## config.mk

```make
export PLATFORM = sky130hd
export DESIGN_NAME = dp_ram_pipe
export DESIGN_NICKNAME = d
export VERILOG_FILES = /design/src/rtl/dp_ram_pkg.sv /design/src/rtl/dp_ram_rd_pipe.sv /design/src/rtl/dp_ram_pipe.sv
export SDC_FILE = /design/constraint.sdc
export NUM_CORES = 1
export LEC_CHECK = 0
export CORE_MARGIN = 3
export CORE_UTILIZATION = 30
export DETAILED_ROUTE_END_ITERATION = 10
export DONT_BUFFER_PORTS = 1
export PLACE_DENSITY_LB_ADDON = 0.2
export SYNTH_ARGS = -nofsm -noshare
export SYNTH_HDL_FRONTEND = slang
export SYNTH_SLANG_ARGS = --single-unit
export TNS_END_PERCENT = 20
```

## constraint.sdc

```tcl
create_clock -name clk -period 3.9 [get_ports clk]
set_input_delay 0.585 -clock clk [delete_from_list [all_inputs] [get_ports clk]]
set_output_delay 0.585 -clock clk [all_outputs]
set_load 0.02 [all_outputs]
```

## src/rtl/dp_ram_pkg.sv

```systemverilog
// Shared constants and helpers for the dp_ram_pipe dual-port RAM.
package dp_ram_pkg;

    // Read-during-write selection
    localparam int RDW_OLD = 0;
    localparam int RDW_NEW = 1;

    // Legal read latency range
    localparam int LAT_MIN = 1;
    localparam int LAT_MAX = 2;

    // Even parity over a word of up to 64 bits (zero-extend narrower words)
    function automatic logic calc_parity(input logic [63:0] data);
        return ^data;
    endfunction

endpackage

```

## src/rtl/dp_ram_rd_pipe.sv

```systemverilog
// Read-response pipeline for one RAM port: RD_LATENCY register stages,
// holds the last valid word when idle, flushed by reset.
// Parity error output exists only when DP_RAM_PARITY_EN is defined.
module dp_ram_rd_pipe
    import dp_ram_pkg::*;
#(
    parameter int DATA_WIDTH = 8,
    parameter int RD_LATENCY = 1
) (
    input  logic                  clk,
    input  logic                  rst_n,
    input  logic                  rd_stb,
    input  logic [DATA_WIDTH-1:0] rd_data,
`ifdef DP_RAM_PARITY_EN
    input  logic                  rd_perr,
    output logic                  perr,
`endif
    output logic [DATA_WIDTH-1:0] out_data,
    output logic                  out_vld
);

    logic                  pre_vld;
    logic [DATA_WIDTH-1:0] pre_dat;
`ifdef DP_RAM_PARITY_EN
    logic                  pre_perr;
`endif

    if (RD_LATENCY == LAT_MAX) begin : g_lat2
        logic                  s_vld;
        logic [DATA_WIDTH-1:0] s_dat;
`ifdef DP_RAM_PARITY_EN
        logic                  s_perr;
`endif
        // Extra stage for two-cycle latency; reset drops an in-flight read
        always_ff @(posedge clk or negedge rst_n) begin
            if (!rst_n) begin
                s_vld  <= 1'b0;
                s_dat  <= '0;
`ifdef DP_RAM_PARITY_EN
                s_perr <= 1'b0;
`endif
            end else begin
                s_vld  <= rd_stb;
                s_dat  <= rd_data;
`ifdef DP_RAM_PARITY_EN
                s_perr <= rd_perr;
`endif
            end
        end
        assign pre_vld  = s_vld;
        assign pre_dat  = s_dat;
`ifdef DP_RAM_PARITY_EN
        assign pre_perr = s_perr;
`endif
    end else begin : g_lat1
        assign pre_vld  = rd_stb;
        assign pre_dat  = rd_data;
`ifdef DP_RAM_PARITY_EN
        assign pre_perr = rd_perr;
`endif
    end

    // Output stage: data only loads on a valid read, so it holds otherwise
    always_ff @(posedge clk or negedge rst_n) begin
        if (!rst_n) begin
            out_data <= '0;
            out_vld  <= 1'b0;
`ifdef DP_RAM_PARITY_EN
            perr     <= 1'b0;
`endif
        end else begin
            out_vld <= pre_vld;
            if (pre_vld) out_data <= pre_dat;
`ifdef DP_RAM_PARITY_EN
            perr    <= pre_vld & pre_perr;
`endif
        end
    end

endmodule

```

## src/rtl/dp_ram_pipe.sv

```systemverilog
// True dual-port synchronous RAM with pipelined reads, cross-port
// read-during-write selection, write/write collision arbitration (port 1
// wins) and out-of-range protection. Optional parity: DP_RAM_PARITY_EN.
module dp_ram_pipe
    import dp_ram_pkg::*;
#(
    parameter int DATA_WIDTH = 8,
    parameter int ADDR_WIDTH = 4,
    parameter int DEPTH      = 16,
    parameter int RD_LATENCY = 1,
    parameter int RDW_MODE   = 0
) (
    input  logic                  clk,
    input  logic                  rst_n,
    input  logic                  en_1,
    input  logic                  wr_1,
    input  logic [ADDR_WIDTH-1:0] add_1,
    input  logic [DATA_WIDTH-1:0] data_1,
    output logic [DATA_WIDTH-1:0] out_1,
    output logic                  vld_1,
    input  logic                  en_2,
    input  logic                  wr_2,
    input  logic [ADDR_WIDTH-1:0] add_2,
    input  logic [DATA_WIDTH-1:0] data_2,
    output logic [DATA_WIDTH-1:0] out_2,
    output logic                  vld_2,
`ifdef DP_RAM_PARITY_EN
    input  logic                  inj_par_1,
    output logic                  perr_1,
    output logic                  perr_2,
`endif
    output logic                  coll,
    output logic                  oor
);

    if (RD_LATENCY < LAT_MIN || RD_LATENCY > LAT_MAX || DEPTH < 1 ||
        DEPTH > 2**ADDR_WIDTH) begin : g_param_err
        $error("dp_ram_pipe: illegal RD_LATENCY or DEPTH");
    end

    localparam int                  IDX_W   = (DEPTH > 1) ? $clog2(DEPTH) : 1;
    localparam logic [ADDR_WIDTH:0] DEPTH_W = (ADDR_WIDTH+1)'(DEPTH);
    localparam bit                  FWD     = (RDW_MODE != RDW_OLD) && (RDW_MODE == RDW_NEW);

    logic [DATA_WIDTH-1:0] mem [DEPTH];

    logic             oor_a1, oor_a2, same_a;
    logic             wr_ok_1, wr_ok_2, rd_1, rd_2, fwd_1, fwd_2;
    logic [IDX_W-1:0] idx_1, idx_2;
    logic [DATA_WIDTH-1:0] rdata_1, rdata_2;

    assign oor_a1  = {1'b0, add_1} >= DEPTH_W;
    assign oor_a2  = {1'b0, add_2} >= DEPTH_W;
    assign same_a  = (add_1 == add_2);
    assign idx_1   = add_1[IDX_W-1:0];
    assign idx_2   = add_2[IDX_W-1:0];
    assign rd_1    = en_1 & ~wr_1;
    assign rd_2    = en_2 & ~wr_2;
    assign wr_ok_1 = en_1 & wr_1 & ~oor_a1;
    // Port 2 loses a same-address write race, so its data is simply dropped
    assign wr_ok_2 = en_2 & wr_2 & ~oor_a2 & ~(wr_ok_1 & same_a);
    // Write-through only from the opposite port (a port never reads and writes at once)
    assign fwd_1   = FWD & en_2 & wr_2 & ~oor_a2 & same_a;
    assign fwd_2   = FWD & wr_ok_1 & same_a;

    // Raw read word: out-of-range reads as zero, else forwarded or stored data
    always_comb begin
        rdata_1 = mem[idx_1];
        rdata_2 = mem[idx_2];
        if (fwd_1) rdata_1 = data_2;
        if (fwd_2) rdata_2 = data_1;
        if (oor_a1) rdata_1 = '0;
        if (oor_a2) rdata_2 = '0;
    end

    // Storage array; not reset so contents survive rst_n
    always_ff @(posedge clk) begin
        if (wr_ok_1) mem[idx_1] <= data_1;
        if (wr_ok_2) mem[idx_2] <= data_2;
    end

    // Status pulses, registered one cycle after the offending access
    always_ff @(posedge clk or negedge rst_n) begin
        if (!rst_n) begin
            coll <= 1'b0;
            oor  <= 1'b0;
        end else begin
            coll <= wr_ok_1 & en_2 & wr_2 & ~oor_a2 & same_a;
            oor  <= (en_1 & oor_a1) | (en_2 & oor_a2);
        end
    end

`ifdef DP_RAM_PARITY_EN
    logic par_mem [DEPTH];
    logic rperr_1, rperr_2;

    // Parity bit per word; inj_par_1 lets a bench corrupt a port-1 write
    always_ff @(posedge clk) begin
        if (wr_ok_1) par_mem[idx_1] <= calc_parity(64'(data_1)) ^ inj_par_1;
        if (wr_ok_2) par_mem[idx_2] <= calc_parity(64'(data_2));
    end

    // Recheck on read; forwarded and out-of-range words are never in error
    always_comb begin
        rperr_1 = ~oor_a1 & ~fwd_1 & (calc_parity(64'(mem[idx_1])) != par_mem[idx_1]);
        rperr_2 = ~oor_a2 & ~fwd_2 & (calc_parity(64'(mem[idx_2])) != par_mem[idx_2]);
    end
`endif

    dp_ram_rd_pipe #(.DATA_WIDTH(DATA_WIDTH), .RD_LATENCY(RD_LATENCY)) u_rd_1 (
        .clk(clk), .rst_n(rst_n), .rd_stb(rd_1), .rd_data(rdata_1),
`ifdef DP_RAM_PARITY_EN
        .rd_perr(rperr_1), .perr(perr_1),
`endif
        .out_data(out_1), .out_vld(vld_1)
    );

    dp_ram_rd_pipe #(.DATA_WIDTH(DATA_WIDTH), .RD_LATENCY(RD_LATENCY)) u_rd_2 (
        .clk(clk), .rst_n(rst_n), .rd_stb(rd_2), .rd_data(rdata_2),
`ifdef DP_RAM_PARITY_EN
        .rd_perr(rperr_2), .perr(perr_2),
`endif
        .out_data(out_2), .out_vld(vld_2)
    );

endmodule

```

# After elaboration in Yosys (flattened, before gate mapping)
# Memory sizes are Yosys's and may differ from the RTL's. A register that Yosys moved wholly into a read port is not among the register bits.
# Index checks and enable logic that the tools add are counted.
# classes
eq_ne,1
n_mux,4
bitwise_logic,12
n_reduce_logical,2
# op_table
operator,n
1-bit AND,9
4-bit == test,1
1-bit two-way mux,4
1-bit NOT,3
1-bit logical NOT,2
# word_totals
ff_bits,3
ramBits,128
output_inout_bits,20
n_memories,1
# memory_table
memory,depth,word_bits,rd,rd_clocked_by_memory_dff,write_ports,line_no,source
mem,16,8,2,2,2,dp_ram_pipe.sv:45,logic [DATA_WIDTH-1:0] mem [DEPTH];

# Longest topological paths before layout
# depth
word_depth,6
ltp_mapped,7

# Modules after synthesis
# From an unflattened synthesis, not the netlist that was laid out.
# hier_totals
hier_cells,531
hier_area_um2,8919.8
# by_module_without_submodules
mod,n_inst,cells_per_inst,area_per_inst_um2
dp_ram_pipe,1,495,8206.6
dp_ram_rd_pipe,2,18,356.6

# Worst setup path before layout
# No wires, ideal clock.
# synth_path
path_type,input to register
from,input add_1[1]
to,"memory mem[14][0], enable pin"
setup_ns,0.384
arrival_time_ns,2.197
slack_ns,1.319
stages,5
cell_sequence,buf_2 buf_2 buf_1 nand2b_1 o21ai_0
# synth_lines
item,line_no,source
from (decl),dp_ram_pipe.sv:17,"input logic [ADDR_WIDTH-1:0] add_1,"
to (decl),dp_ram_pipe.sv:45,

==> summary.txt <==
Clock network
  • Max Root-Sink Buffers: 2
  • CTS tree: built
  • CTS root buf: clkbuf_16
  • CTS Sinks: 147
  • CTS clk-pin slew, worst paths: 0.07 ns
  • CTS Buf Count: 17
  • H-tree depth: 4
  • Post-CTS resize count: 0
  • Worst-Skew Late Latency: 0.43 ns

Run
  • Max Cap Viol: 0

Run status
  • Status: finished, final reports clean

Setup path
  • Reg-to-reg startpoint: mem[14][2]$_DFFE_PP_
  • CP arrival: 2.36 ns
  • Critical path type: input pin to flop
  • FF-to-FF path depth: 4
  • CP startpoint kind: input pin
  • Most frequent CP cell: buf_4
  • Worst setup EP type: flop
  • Crit path launch: add_1[1]
  • Worst EP required: 3.96 ns
  • Max stage delay on crit path: 0.55 ns
  • R2R Setup Slk: 2.16 ns
  • Reg2reg end: u_rd_2.out_data[2]$_DFFE_PN0P_
  • Worst path cell trace: xor2_1, nor3_4, buf_4, buf_4, a211oi_4, o21bai_1
  • Slowest CP cell: a211oi_4
  • Max FO, Critical Path: 59

STA
  • Worst-Margin Slew: 1.05 ns
  • Fin Clk Skew: 0.00819 ns
  • Final worst path period share: 59.0%
  • Tmin final: 2.30 ns
  • Slew headroom: 29.9%
  • Pins over their slew limit: 0
  • RSZ-0062 raised after global routing: false
  • Final hold slack: 0.305 ns
  • Post-route setup TNS: 0 ns
  • Fmax: 0.434 GHz
  • Final setup fails: 0
  • Hold Violations, Final: 0

Place
  • Post-placement cell area: 9010 µm²
  • IO buf count: 0
  • Half-perimeter wire length after placement: 20.1 mm
  • GP Congestion: 0.883

Drt
  • Post-DR wirelength/cell: 29.9 µm
  • Routed WL: 29.2 mm
  • Total vias in the final route: 5721
  • DR iter-0 viols: 562
  • Vias/cell: 5.84
  • Initial DRT Pass Iterations: 4
  • Final ANT Viol Nets: 0
  • Drt drc: 0

Die
  • Chip height: 177 µm
  • Io pins: 50
  • Core Region: 28200 µm²
  • Die width: 177 µm
  • Rows: 61
  • Die area: 31200 µm²
  • Initial cell density of the core: 31.0%

Synthesis
  • Most common cell in the synthesized netlist: mux2_2
  • Post-synth EDFFs: 128
  • Syn nets: 647
  • Prevailing post-synth register cell: edfxtp_1
  • Fraction of registers with async set/reset: 12.9%
  • Register area share after synthesis: 49.4%
  • Synth top area share: 44.0%
  • Mapped Area: 8740 µm²
  • Commonest cells in the netlist: mux2_2 (129), edfxtp_1 (128), mux2i_1 (82)
  • Post-synth cell types: 45
  • Area contributors post-synth: edfxtp_1 (44%), mux2_2 (17%), mux2i_1 (9.4%)
  • Area leader, netlist: edfxtp_1
  • Syn. warnings: 0
  • Avg Cell Area, Syn: 14.2 µm²
  • Post-Syn Instances: 617
  • #FFs+latches synth: 147

Pwr
  • Pwr/cell area: 419 nW/µm²
  • Leak Pwr: 3.17 nW
  • Tot Pwr: 4.06 mW
  • IR drop worst, VDD: 0.217 mV

Finish
  • NumNets Final: 618
  • Area growth from synthesis to layout: 10.9%
  • Antenna diode count: 0
  • Footprint of the multi-input gates: 4160 µm²
  • Layout cell share with drive strength beyond 1: 36.4%
  • Filler instances: 2677
  • Post-route cell area: 9690 µm²
  • Storage element area: 4320 µm²

Global routing
  • Largest net degree at the start of global routing: 60
  • Grt ovf: 0
  • Vias in the first global route: 5773
  • First-pass GRT wire length: 42.3 mm
  • Initial antenna violation count: 2
  • Overall Global Routing Usage: 19.1%

Min path
  • Cells on Worst Hold Path: 1
  • Min-Delay Path Class: input pin to flop
  • WHS Endpoint: u_rd_1.out_data[7]$_DFFE_PN0P_
  • Min-Delay Startpoint: add_1[2]
## flip-flops by register name, summed over array words and instances, names as in the netlist
signal / cells
coll: 1
mem: 128
u_rd_1.out_data: 8
u_rd_1.out_vld: 1
u_rd_2.out_data: 8
u_rd_2.out_vld: 1
## kinds of logic (layout without fill, tap and decap cells)
group | after synthesis | in the layout | share of synthesized area (%)
compound gates | 102 | 102 | 9.80
flops | 147 | 147 | 49.4
simple gates | 66 | 66 | 4.35
xor+xnor | 4 | 4 | 0.401
mux | 239 | 239 | 33.0
buf+inv | 58 | 42 | 3.05
other cells | 1 | 1 | 0.0429
## worst max-delay path by stage
stage | cells past startpoint | slack [ns] | end
2_1_floorplan | 5 | 1.32 | mem[14][0]$_DFFE_PP_
3_3_place_gp | 5 | 1.22 | mem[1][4]$_DFFE_PP_
3_5_place_dp | 5 | 1.20 | mem[1][4]$_DFFE_PP_
4_1_cts | 5 | 1.64 | mem[1][4]$_DFFE_PP_
5_1_grt | 6 | 1.49 | mem[8][3]$_DFFE_PP_
6_report | 6 | 1.60 | mem[8][3]$_DFFE_PP_
## where the power goes
part	leakage [nW]	switching (mW)	internal, mW
Combinational	1.48	0.166	0.177
Clock	0.317	0.691	1.17
Sequential	1.38	0.0813	1.78
## stage by stage
stage,utilization [%],instances,setup slack [ns]
3_3_place_gp,31.9,945,1.22
5_1_grt,34.3,979,1.49
2_1_floorplan,-,617,1.32
4_1_cts,34.3,979,1.64
3_5_place_dp,31.9,945,1.20
6_report,34.3,979,1.60
## timing repair
action / in CTS / in global routing
setup buffers: 0 / 0
hold buffers: 2 / 0
endpoints found under the hold margin: 19 / 0
## layout by cell type, fill, tap and decap left out, drive strengths merged, types with 7 or more instances in the layout
| cell | netlist | routed |
|---|---|---|
| o21ai | 19 | 19 |
| a21oi | 11 | 11 |
| buf | 27 | 8 |
| o22ai | 17 | 17 |
| o21bai | 14 | 14 |
| nor2 | 19 | 19 |
| nand2 | 7 | 7 |
| edfxtp | 128 | 128 |
| clkbuf | 30 | 20 |
| nor3 | 8 | 8 |
| dfrtp | 19 | 19 |
| mux4 | 26 | 26 |
| mux2i | 82 | 82 |
| mux2 | 131 | 131 |
| a221oi | 8 | 8 |
| a211oi | 16 | 16 |
| nand2b | 7 | 7 |
## area by class of cell
class | instances | share of cell area (%)
clock buffers | 20 | 4.71
clock inverters | 12 | 2.08
inverters | 1 | 0.0387
multi-input cells | 412 | 42.9
flip-flops and latches | 147 | 44.6
well taps | 378 | 4.88
repair buffers | 9 | 0.852
## layer usage
layer  up-vias  GRT usage, %  share of wire, %
met5         -             0             0.055
met4         2          5.24               2.0
met3        41          6.26               8.7
met2       232          28.8                45
met1      3047          26.4                44
li1       2399             -                 -
## critical path: cells and delay by family
family,cells,cell delay [ns]
buffers and inverters,2,0.41
AO/OA/AOI/OAI,2,0.99
XOR/XNOR,1,0.23
AND/OR/NAND/NOR,1,0.09
Power figures use the tool's default switching activity.
